[config.mk]
export PLATFORM = sky130hd
export DESIGN_NAME = uart_json_drive_tx_flat
export DESIGN_NICKNAME = d
export VERILOG_FILES = /design/src/rtl/uart_json_drive_tx_if.sv /design/src/rtl/uart_json_drive_tx.sv /design/src/flat_wrapper.sv
export SDC_FILE = /design/constraint.sdc
export NUM_CORES = 1
export LEC_CHECK = 0
export CELL_PAD_IN_SITES_DETAIL_PLACEMENT = 1
export CELL_PAD_IN_SITES_GLOBAL_PLACEMENT = 2
export CORE_UTILIZATION = 35
export CTS_CLUSTER_SIZE = 20
export DETAILED_ROUTE_END_ITERATION = 10
export MAX_ROUTING_LAYER = met4
export PLACE_DENSITY = 0.83
export SLEW_MARGIN = 40
export SYNTH_ARGS = -nofsm -noshare
export SYNTH_HDL_FRONTEND = slang
export SYNTH_SLANG_ARGS = --single-unit
export TNS_END_PERCENT = 5
[constraint.sdc]
create_clock -name clk -period 3.45 [get_ports clk]
set_input_delay 0.69 -clock clk [delete_from_list [all_inputs] [get_ports clk]]
set_output_delay 0.69 -clock clk [all_outputs]
set_load 0.05 [all_outputs]
[src/rtl/uart_json_drive_tx_if.sv]
// Command and byte-stream signals of the wheel-command frame generator.
// The slave modport is the generator's view; master is the driving side.
interface uart_json_drive_tx_if #(
   parameter int unsigned SPD_W = 12
);
   logic                    cmd_valid;
   logic                    cmd_ready;
   logic signed [SPD_W-1:0] left_speed;
   logic signed [SPD_W-1:0] right_speed;
   logic [7:0]              tx_data;
   logic                    tx_valid;
   logic                    tx_ready;
   logic                    busy;
   logic                    frame_done;

   modport master (
      output cmd_valid, left_speed, right_speed, tx_ready,
      input  cmd_ready, tx_data, tx_valid, busy, frame_done
   );

   modport slave (
      input  cmd_valid, left_speed, right_speed, tx_ready,
      output cmd_ready, tx_data, tx_valid, busy, frame_done
   );
endinterface

[src/rtl/uart_json_drive_tx.sv]
// Formats signed wheel speeds as {"T":t,"L":l,"R":r}\n for uart_tx and re-sends
// the last frame as a heartbeat after RESEND_CYCLES idle clocks.
module uart_json_drive_tx #(
   parameter int unsigned SPD_W         = 12,
   parameter int unsigned FRAC_DIGITS   = 2,
   parameter int unsigned CMD_TYPE      = 1,
   parameter int unsigned RESEND_CYCLES = 5_000_000
) (
   input logic                 clk,
   input logic                 rst,
   uart_json_drive_tx_if.slave bus
);
   localparam int          FD    = int'(FRAC_DIGITS);
   localparam int          LIM   = 10 ** FD;
   localparam int unsigned MAG_W = $clog2(LIM + 1);
   localparam int unsigned BCD_W = 4 * (FRAC_DIGITS + 1);
   localparam int unsigned CNT_W = $clog2(MAG_W);

   typedef enum logic [1:0] {StIdle, StConvert, StSend} state_e;
   typedef enum logic [2:0] {
      SegHead, SegType, SegSign, SegInt, SegDot, SegFrac, SegClose, SegNl
   } seg_e;

   state_e             state_q, state_d;
   seg_e               seg_q, seg_d;
   logic [1:0]         wheel_q, wheel_d;
   logic [2:0]         idx_q, idx_d;
   logic [CNT_W-1:0]   cnt_q, cnt_d;
   logic [31:0]        timer_q, timer_d;
   logic [MAG_W-1:0]   lbin_q, lbin_d, rbin_q, rbin_d;
   logic [BCD_W-1:0]   lbcd_q, lbcd_d, rbcd_q, rbcd_d;
   logic [1:0]         neg_q, neg_d;

   logic [BCD_W-1:0]   ladj, radj, cur_bcd;
   logic [MAG_W:0]     lclamp, rclamp;
   logic               cur_neg;
   logic [3:0]         frac_nib;
   logic [7:0]         tx_byte;
   logic               frame_end;
   logic               resend_due;

   // Returns {negative, |clamped value|}, clamped to +-10^FRAC_DIGITS.
   function automatic logic [MAG_W:0] clamp_speed(input logic signed [SPD_W-1:0] v);
      int sv;
      sv = int'(v);
      if (sv >= LIM) return {1'b0, MAG_W'(LIM)};
      if (sv <= -LIM) return {1'b1, MAG_W'(LIM)};
      if (sv < 0) return {1'b1, MAG_W'(-sv)};
      return {1'b0, MAG_W'(sv)};
   endfunction

   // Double-dabble correction: every BCD nibble of 5 or more gets +3 before the shift.
   function automatic logic [BCD_W-1:0] dd_adjust(input logic [BCD_W-1:0] b);
      logic [BCD_W-1:0] r;
      r = b;
      for (int i = 0; i < FD + 1; i++) begin
         if (b[4*i +: 4] >= 4'd5) r[4*i +: 4] = b[4*i +: 4] + 4'd3;
      end
      return r;
   endfunction

   assign lclamp     = clamp_speed(bus.left_speed);
   assign rclamp     = clamp_speed(bus.right_speed);
   assign ladj       = dd_adjust(lbcd_q);
   assign radj       = dd_adjust(rbcd_q);
   assign cur_bcd    = (wheel_q == 2'd2) ? rbcd_q : lbcd_q;
   assign cur_neg    = (wheel_q == 2'd2) ? neg_q[1] : neg_q[0];
   assign resend_due = (RESEND_CYCLES != 0) && (timer_q >= RESEND_CYCLES);
   assign frame_end  = (state_q == StSend) && (seg_q == SegNl) && bus.tx_ready;

   always_comb begin
      frac_nib = 4'h0;
      for (int i = 0; i < FD; i++) begin
         if (idx_q == 3'(i)) frac_nib = cur_bcd[4*(FD-1-i) +: 4];
      end
   end

   always_comb begin
      tx_byte = 8'h00;
      if (state_q == StSend) begin
         unique case (seg_q)
            SegHead: begin
               unique case (idx_q)
                  3'd0:       tx_byte = (wheel_q == 2'd0) ? "{" : ",";
                  3'd1, 3'd3: tx_byte = "\"";
                  3'd2:       tx_byte = (wheel_q == 2'd0) ? "T" : ((wheel_q == 2'd1) ? "L" : "R");
                  default:    tx_byte = ":";
               endcase
            end
            SegType:  tx_byte = 8'h30 + 8'(CMD_TYPE);
            SegSign:  tx_byte = "-";
            SegInt:   tx_byte = {4'h3, cur_bcd[BCD_W-1 -: 4]};
            SegDot:   tx_byte = ".";
            SegFrac:  tx_byte = {4'h3, frac_nib};
            SegClose: tx_byte = "}";
            default:  tx_byte = 8'h0A;
         endcase
      end
   end

   always_comb begin
      state_d = state_q;
      seg_d   = seg_q;
      wheel_d = wheel_q;
      idx_d   = idx_q;
      cnt_d   = cnt_q;
      timer_d = timer_q;
      lbin_d  = lbin_q;
      rbin_d  = rbin_q;
      lbcd_d  = lbcd_q;
      rbcd_d  = rbcd_q;
      neg_d   = neg_q;
      unique case (state_q)
         StIdle: begin
            seg_d   = SegHead;
            wheel_d = 2'd0;
            idx_d   = 3'd0;
            // A new command takes priority over a heartbeat falling due this cycle.
            if (bus.cmd_valid) begin
               state_d = StConvert;
               cnt_d   = CNT_W'(MAG_W - 1);
               timer_d = '0;
               neg_d   = {rclamp[MAG_W], lclamp[MAG_W]};
               lbin_d  = lclamp[MAG_W-1:0];
               rbin_d  = rclamp[MAG_W-1:0];
               lbcd_d  = '0;
               rbcd_d  = '0;
            end else if (resend_due) begin
               state_d = StSend;
            end else if (RESEND_CYCLES != 0) begin
               timer_d = timer_q + 32'd1;
            end
         end
         StConvert: begin
            seg_d   = SegHead;
            wheel_d = 2'd0;
            idx_d   = 3'd0;
            lbcd_d  = BCD_W'({ladj, lbin_q[MAG_W-1]});
            rbcd_d  = BCD_W'({radj, rbin_q[MAG_W-1]});
            lbin_d  = lbin_q << 1;
            rbin_d  = rbin_q << 1;
            cnt_d   = cnt_q - CNT_W'(1);
            if (cnt_q == '0) state_d = StSend;
         end
         StSend: begin
            if (bus.tx_ready) begin
               unique case (seg_q)
                  SegHead: begin
                     if (idx_q == 3'd4) begin
                        idx_d = 3'd0;
                        if (wheel_q == 2'd0) seg_d = SegType;
                        else seg_d = cur_neg ? SegSign : SegInt;
                     end else begin
                        idx_d = idx_q + 3'd1;
                     end
                  end
                  SegType: begin
                     wheel_d = 2'd1;
                     seg_d   = SegHead;
                  end
                  SegSign: seg_d = SegInt;
                  SegInt:  seg_d = SegDot;
                  SegDot: begin
                     seg_d = SegFrac;
                     idx_d = 3'd0;
                  end
                  SegFrac: begin
                     if (idx_q == 3'(FD - 1)) begin
                        idx_d = 3'd0;
                        if (wheel_q == 2'd1) begin
                           wheel_d = 2'd2;
                           seg_d   = SegHead;
                        end else begin
                           seg_d = SegClose;
                        end
                     end else begin
                        idx_d = idx_q + 3'd1;
                     end
                  end
                  SegClose: seg_d = SegNl;
                  default: begin
                     state_d = StIdle;
                     timer_d = '0;
                  end
               endcase
            end
         end
         default: state_d = StIdle;
      endcase
   end

   always_ff @(posedge clk or posedge rst) begin
      if (rst) begin
         state_q <= StIdle;
         seg_q   <= SegHead;
         wheel_q <= 2'd0;
         idx_q   <= 3'd0;
         cnt_q   <= '0;
         timer_q <= '0;
         lbin_q  <= '0;
         rbin_q  <= '0;
         lbcd_q  <= '0;
         rbcd_q  <= '0;
         neg_q   <= 2'b00;
      end else begin
         state_q <= state_d;
         seg_q   <= seg_d;
         wheel_q <= wheel_d;
         idx_q   <= idx_d;
         cnt_q   <= cnt_d;
         timer_q <= timer_d;
         lbin_q  <= lbin_d;
         rbin_q  <= rbin_d;
         lbcd_q  <= lbcd_d;
         rbcd_q  <= rbcd_d;
         neg_q   <= neg_d;
      end
   end

   assign bus.cmd_ready  = (state_q == StIdle);
   assign bus.busy       = (state_q != StIdle);
   assign bus.tx_valid   = (state_q == StSend);
   assign bus.tx_data    = tx_byte;
   assign bus.frame_done = frame_end;
endmodule

[src/flat_wrapper.sv]
// flat-port wrapper written by rule: the top's interface ports become plain ports
module uart_json_drive_tx_flat 
#(
   parameter int unsigned SPD_W         = 12,
   parameter int unsigned FRAC_DIGITS   = 2,
   parameter int unsigned CMD_TYPE      = 1,
   parameter int unsigned RESEND_CYCLES = 5_000_000
)
  (clk, rst, bus_cmd_valid, bus_left_speed, bus_right_speed, bus_tx_ready, bus_cmd_ready, bus_tx_data, bus_tx_valid, bus_busy, bus_frame_done);
  uart_json_drive_tx_if #(.SPD_W(SPD_W)) bus_i ();
  input logic clk;
  input logic rst;
  input wire logic [$bits(bus_i.cmd_valid)-1:0] bus_cmd_valid;
  input wire logic [$bits(bus_i.left_speed)-1:0] bus_left_speed;
  input wire logic [$bits(bus_i.right_speed)-1:0] bus_right_speed;
  input wire logic [$bits(bus_i.tx_ready)-1:0] bus_tx_ready;
  output wire logic [$bits(bus_i.cmd_ready)-1:0] bus_cmd_ready;
  output wire logic [$bits(bus_i.tx_data)-1:0] bus_tx_data;
  output wire logic [$bits(bus_i.tx_valid)-1:0] bus_tx_valid;
  output wire logic [$bits(bus_i.busy)-1:0] bus_busy;
  output wire logic [$bits(bus_i.frame_done)-1:0] bus_frame_done;
  assign bus_i.cmd_valid = bus_cmd_valid;
  assign bus_i.left_speed = bus_left_speed;
  assign bus_i.right_speed = bus_right_speed;
  assign bus_i.tx_ready = bus_tx_ready;
  assign bus_cmd_ready = bus_i.cmd_ready;
  assign bus_tx_data = bus_i.tx_data;
  assign bus_tx_valid = bus_i.tx_valid;
  assign bus_busy = bus_i.busy;
  assign bus_frame_done = bus_i.frame_done;
  uart_json_drive_tx #(.SPD_W(SPD_W), .FRAC_DIGITS(FRAC_DIGITS), .CMD_TYPE(CMD_TYPE), .RESEND_CYCLES(RESEND_CYCLES)) u_core (.clk(clk), .rst(rst), .bus(bus_i));
endmodule
==> impl_results.md <==
* Setup violations, final at 0
* First-pass GRT wire length at 24.6 mm
* Max-slew violation count at 0
* Count of standard-cell rows at 44
* Leading cell type in the layout, fill and taps excluded: dfrtp_1
* Status: finished, final reports clean
* Number of antenna violations at the first check in global routing at 0
* Number of design rule violations left after detail routing at 0
* Share of the yosys chip area belonging to registers at 40.2%
* Kind of critical path: reg -> out
* Setup repair after global routing missed its margin: no
* Number of synthesized register bits at 85
* H-Tree Depth at 3
* Worst path arrival time at 2.44 ns
* Library cell appearing most often on the critical path: a21oi_1
* Average vias per placed instance at 5.77
* Peak supply drop at 0.340 mV
* Number of maximum-capacitance constraint violations at 0
* TritonCTS clock tree: yes
* Critical-path cell list: inv_1 -> ha_1 -> a21oi_1 -> nor4_1 -> a21oi_1 -> nor3_1 -> dlygate4sd2_1
* Max-Slew Margin vs Limit at 51.3%
* Number of library cell types mapped by synthesis at 61
* Layout cells sized above 1 at 6.61%
* Total design power at 0.00473 W
* Gate Count Post-Synth at 606
* Final wirelength at 14.4 mm
* Share of power burned in registers at 31.1%
* Buffer cell driving the clock tree root: clkbuf_16
* Post-synth top flop: dfrtp_1
* Number of hold-repair buffers added at the cts stage at 0
* Total die area at 15600 sq um
* Power share of the combinational group at 48.0%
* Detail-routed net length per standard cell at 17.6 um
* Warnings from Yosys at 0
* Power share of the clock group at 20.9%
* Initial standard-cell utilization of the core at 36.2%
* Antenna diode count at 0
* Number of hold violations in the final report at 0
* Post-DP HPWL at 10.3 mm
* Total negative slack at 0 ns
* Share of the cycle needed by the critical path after routing at 90.8%
* Critical path fanouts, max at 10
* Min-Delay Path Class: reg -> reg
* Internal power at 0.00265 W
* Maximum number of pins on one net before global-route repair at 49
* Worst Max-Slew Pin Slew at 0.730 ns
* Most frequent cells in the layout: dfrtp_1 (85), nand2_1 (52), o21ai_0 (42), a21oi_1 (41), nor2_1 (37)
* Weighted congestion reported at the end of routability-driven placement at 0.847
* Number of buffers added on ports at 38
* # IOs at 40
* Die Wd at 125 um
* Setup fix buffers added after clock tree synthesis at 0
* Drt first pass iters at 4
* Worst hold slack at 0.491 ns
* DP Cell Count at 804
* Cts bufs inserted at 9
* Antenna viol nets, final at 0
* Largest buffer count on any clock path at 2
* Number of global-route vias before repair at 5002
* Post-Synthesis Net Count at 657
* Clock Latency Late Sink at 0.35 ns
* Switching Fraction at 43.9%
* Fin crit period at 3.13 ns
* Kind of launch point of the worst setup path: flop
* Critical path capture point type: primary output
* Highest Clock Rate at 0.319 GHz
* Total power divided by cell area at 764 nW/um^2
* Number of enable flip-flop cells after synthesis at 0
* Critical-path cell with the highest stage delay: dlygate4sd2_1
* Largest stage delay, worst path at 0.54 ns
* Aggregate global-route resource usage at 20.0%
* Core footprint at 14600 sq um
* Chip height at 125 um
* Area Overhead vs Synth at 17.0%
* Clock tree skew after final layout at 0.00810 ns
* Clock-pin transition on the worst setup and hold timing paths at 0.06 ns
* Switching Power at 0.00208 W
* Fraction of registers with async set/reset at 100%
* Nets at 682
* Initial detailed-routing violation count at 212
* Per-instance average area after synthesis at 8.74 sq um
* Utilization of the core after routing at 42.3%
* Total gr overflow at 0
* Critical path required time at 2.76 ns
* Leakage dissipation at 2.61 nW
* Cell Count, Final, Fillers Out at 819
* Post-synthesis cell area at 5290 sq um
* Total via count after detailed routing at 4728
* Total number of clock tree sinks at 85
-- layer usage --
layer / up-vias / share of wire, % / GRT usage [%] / wire length [um]
li1: 2275 / - / - / -
met1: 2375 / 45 / 24.2 / 6420
met2: 64 / 51 / 34.5 / 7380
met3: 14 / 2.4 / 2.35 / 348
met4: 0 / 1.5 / 7.03 / 218
met5: - / 0 / - / 0
-- registers in the layout, summed over array words and instances (netlist names) --
name            cells
u_core.timer_q     32
u_core.lbcd_q      12
u_core.rbcd_q      12
u_core.lbin_q       7
u_core.rbin_q       7
u_core.cnt_q        3
u_core.idx_q        3
u_core.seg_q        3
u_core.neg_q        2
u_core.state_q      2
u_core.wheel_q      2
-- per-stage QoR --
step	cell area, sq um	setup slack (ns)
2_1_floorplan	5290	0.453
3_3_place_gp	5880	0.475
3_5_place_dp	5890	0.379
4_1_cts	6190	0.00864
5_1_grt	6190	0.144
6_report	6190	0.317
-- Yosys cell counts (10+ instances only) --
cell type   n  area, sq um
a21oi_1    41          205
a22oi_1    11         82.6
a31oi_1    34          213
and2_1     10         62.6
buf_2      11         55.1
clkbuf_1   23         86.3
dfrtp_1    85         2130
ha_1       23          288
inv_1      35          131
mux2i_1    14          140
nand2_1    53          199
nand2b_1   19          119
nand3_1    12         60.1
nor2_1     37          139
o21ai_0    43          215
o22ai_1    14         87.6
o31ai_1    11         82.6
-- cell families after synthesis --
group	count (synthesis)	synth area share, %
simple gates	196	19.2
mux	14	2.65
flops	85	40.2
other cells	1	0.0708
buf+inv	73	5.67
fa+ha+maj	23	5.44
compound gates	196	23.8
xor+xnor	18	2.98
-- critical path, delay by kind of cell (launching register included) --
kind	cells	cell delay, ns
AND/OR/NAND/NOR	2	0.45
flip-flops	1	0.43
buffers and inverters	2	0.65
adder cells (fa/ha/maj)	1	0.37
AO/OA/AOI/OAI	2	0.20
-- repair_timing --
item / in CTS / in global routing
gates resized for setup: 1 / 1
cloned: 0 / 0
setup endpoints to repair: 1 / 1
pin swaps: 0 / 0
-- area by class of cell --
type                    instances  area (sq um)
fillers                      1729          8450
multi-input cells             448          2890
flip-flops and latches         85          2130
repair buffers                 51           517
clock buffers                  11           243
well taps                     184           230
inverters                      36           136
clock inverters                 4          56.3
-- final timing paths --
check,endpoint,cells past startpoint,slack [ns],start
max in group asynchronous,u_core.idx_q[2],3,1.97,rst
setup / recovery,bus_tx_data[6],7,0.32,u_core.idx_q[0]
hold / removal,u_core.timer_q[26],1,0.49,u_core.timer_q[26]
hold reg to reg,u_core.timer_q[26],1,0.49,u_core.timer_q[26]
min in group asynchronous,u_core.lbin_q[3],2,0.77,rst
setup reg to reg,u_core.seg_q[2],7,1.23,u_core.idx_q[0]
-- power by group through the flow --
stage	combinational, W	clock [W]	sequential (W)
6_report	0.00227	0.000990	0.00147
5_1_grt	0.00250	0.00105	0.00151
4_1_cts	0.00229	0.00102	0.00147
3_5_place_dp	0.00228	0	0.00148
3_3_place_gp	0.00223	0	0.00147
2_1_floorplan	0.00164	0	0.00137
No activity file was read; power rests on OpenSTA's default activity.
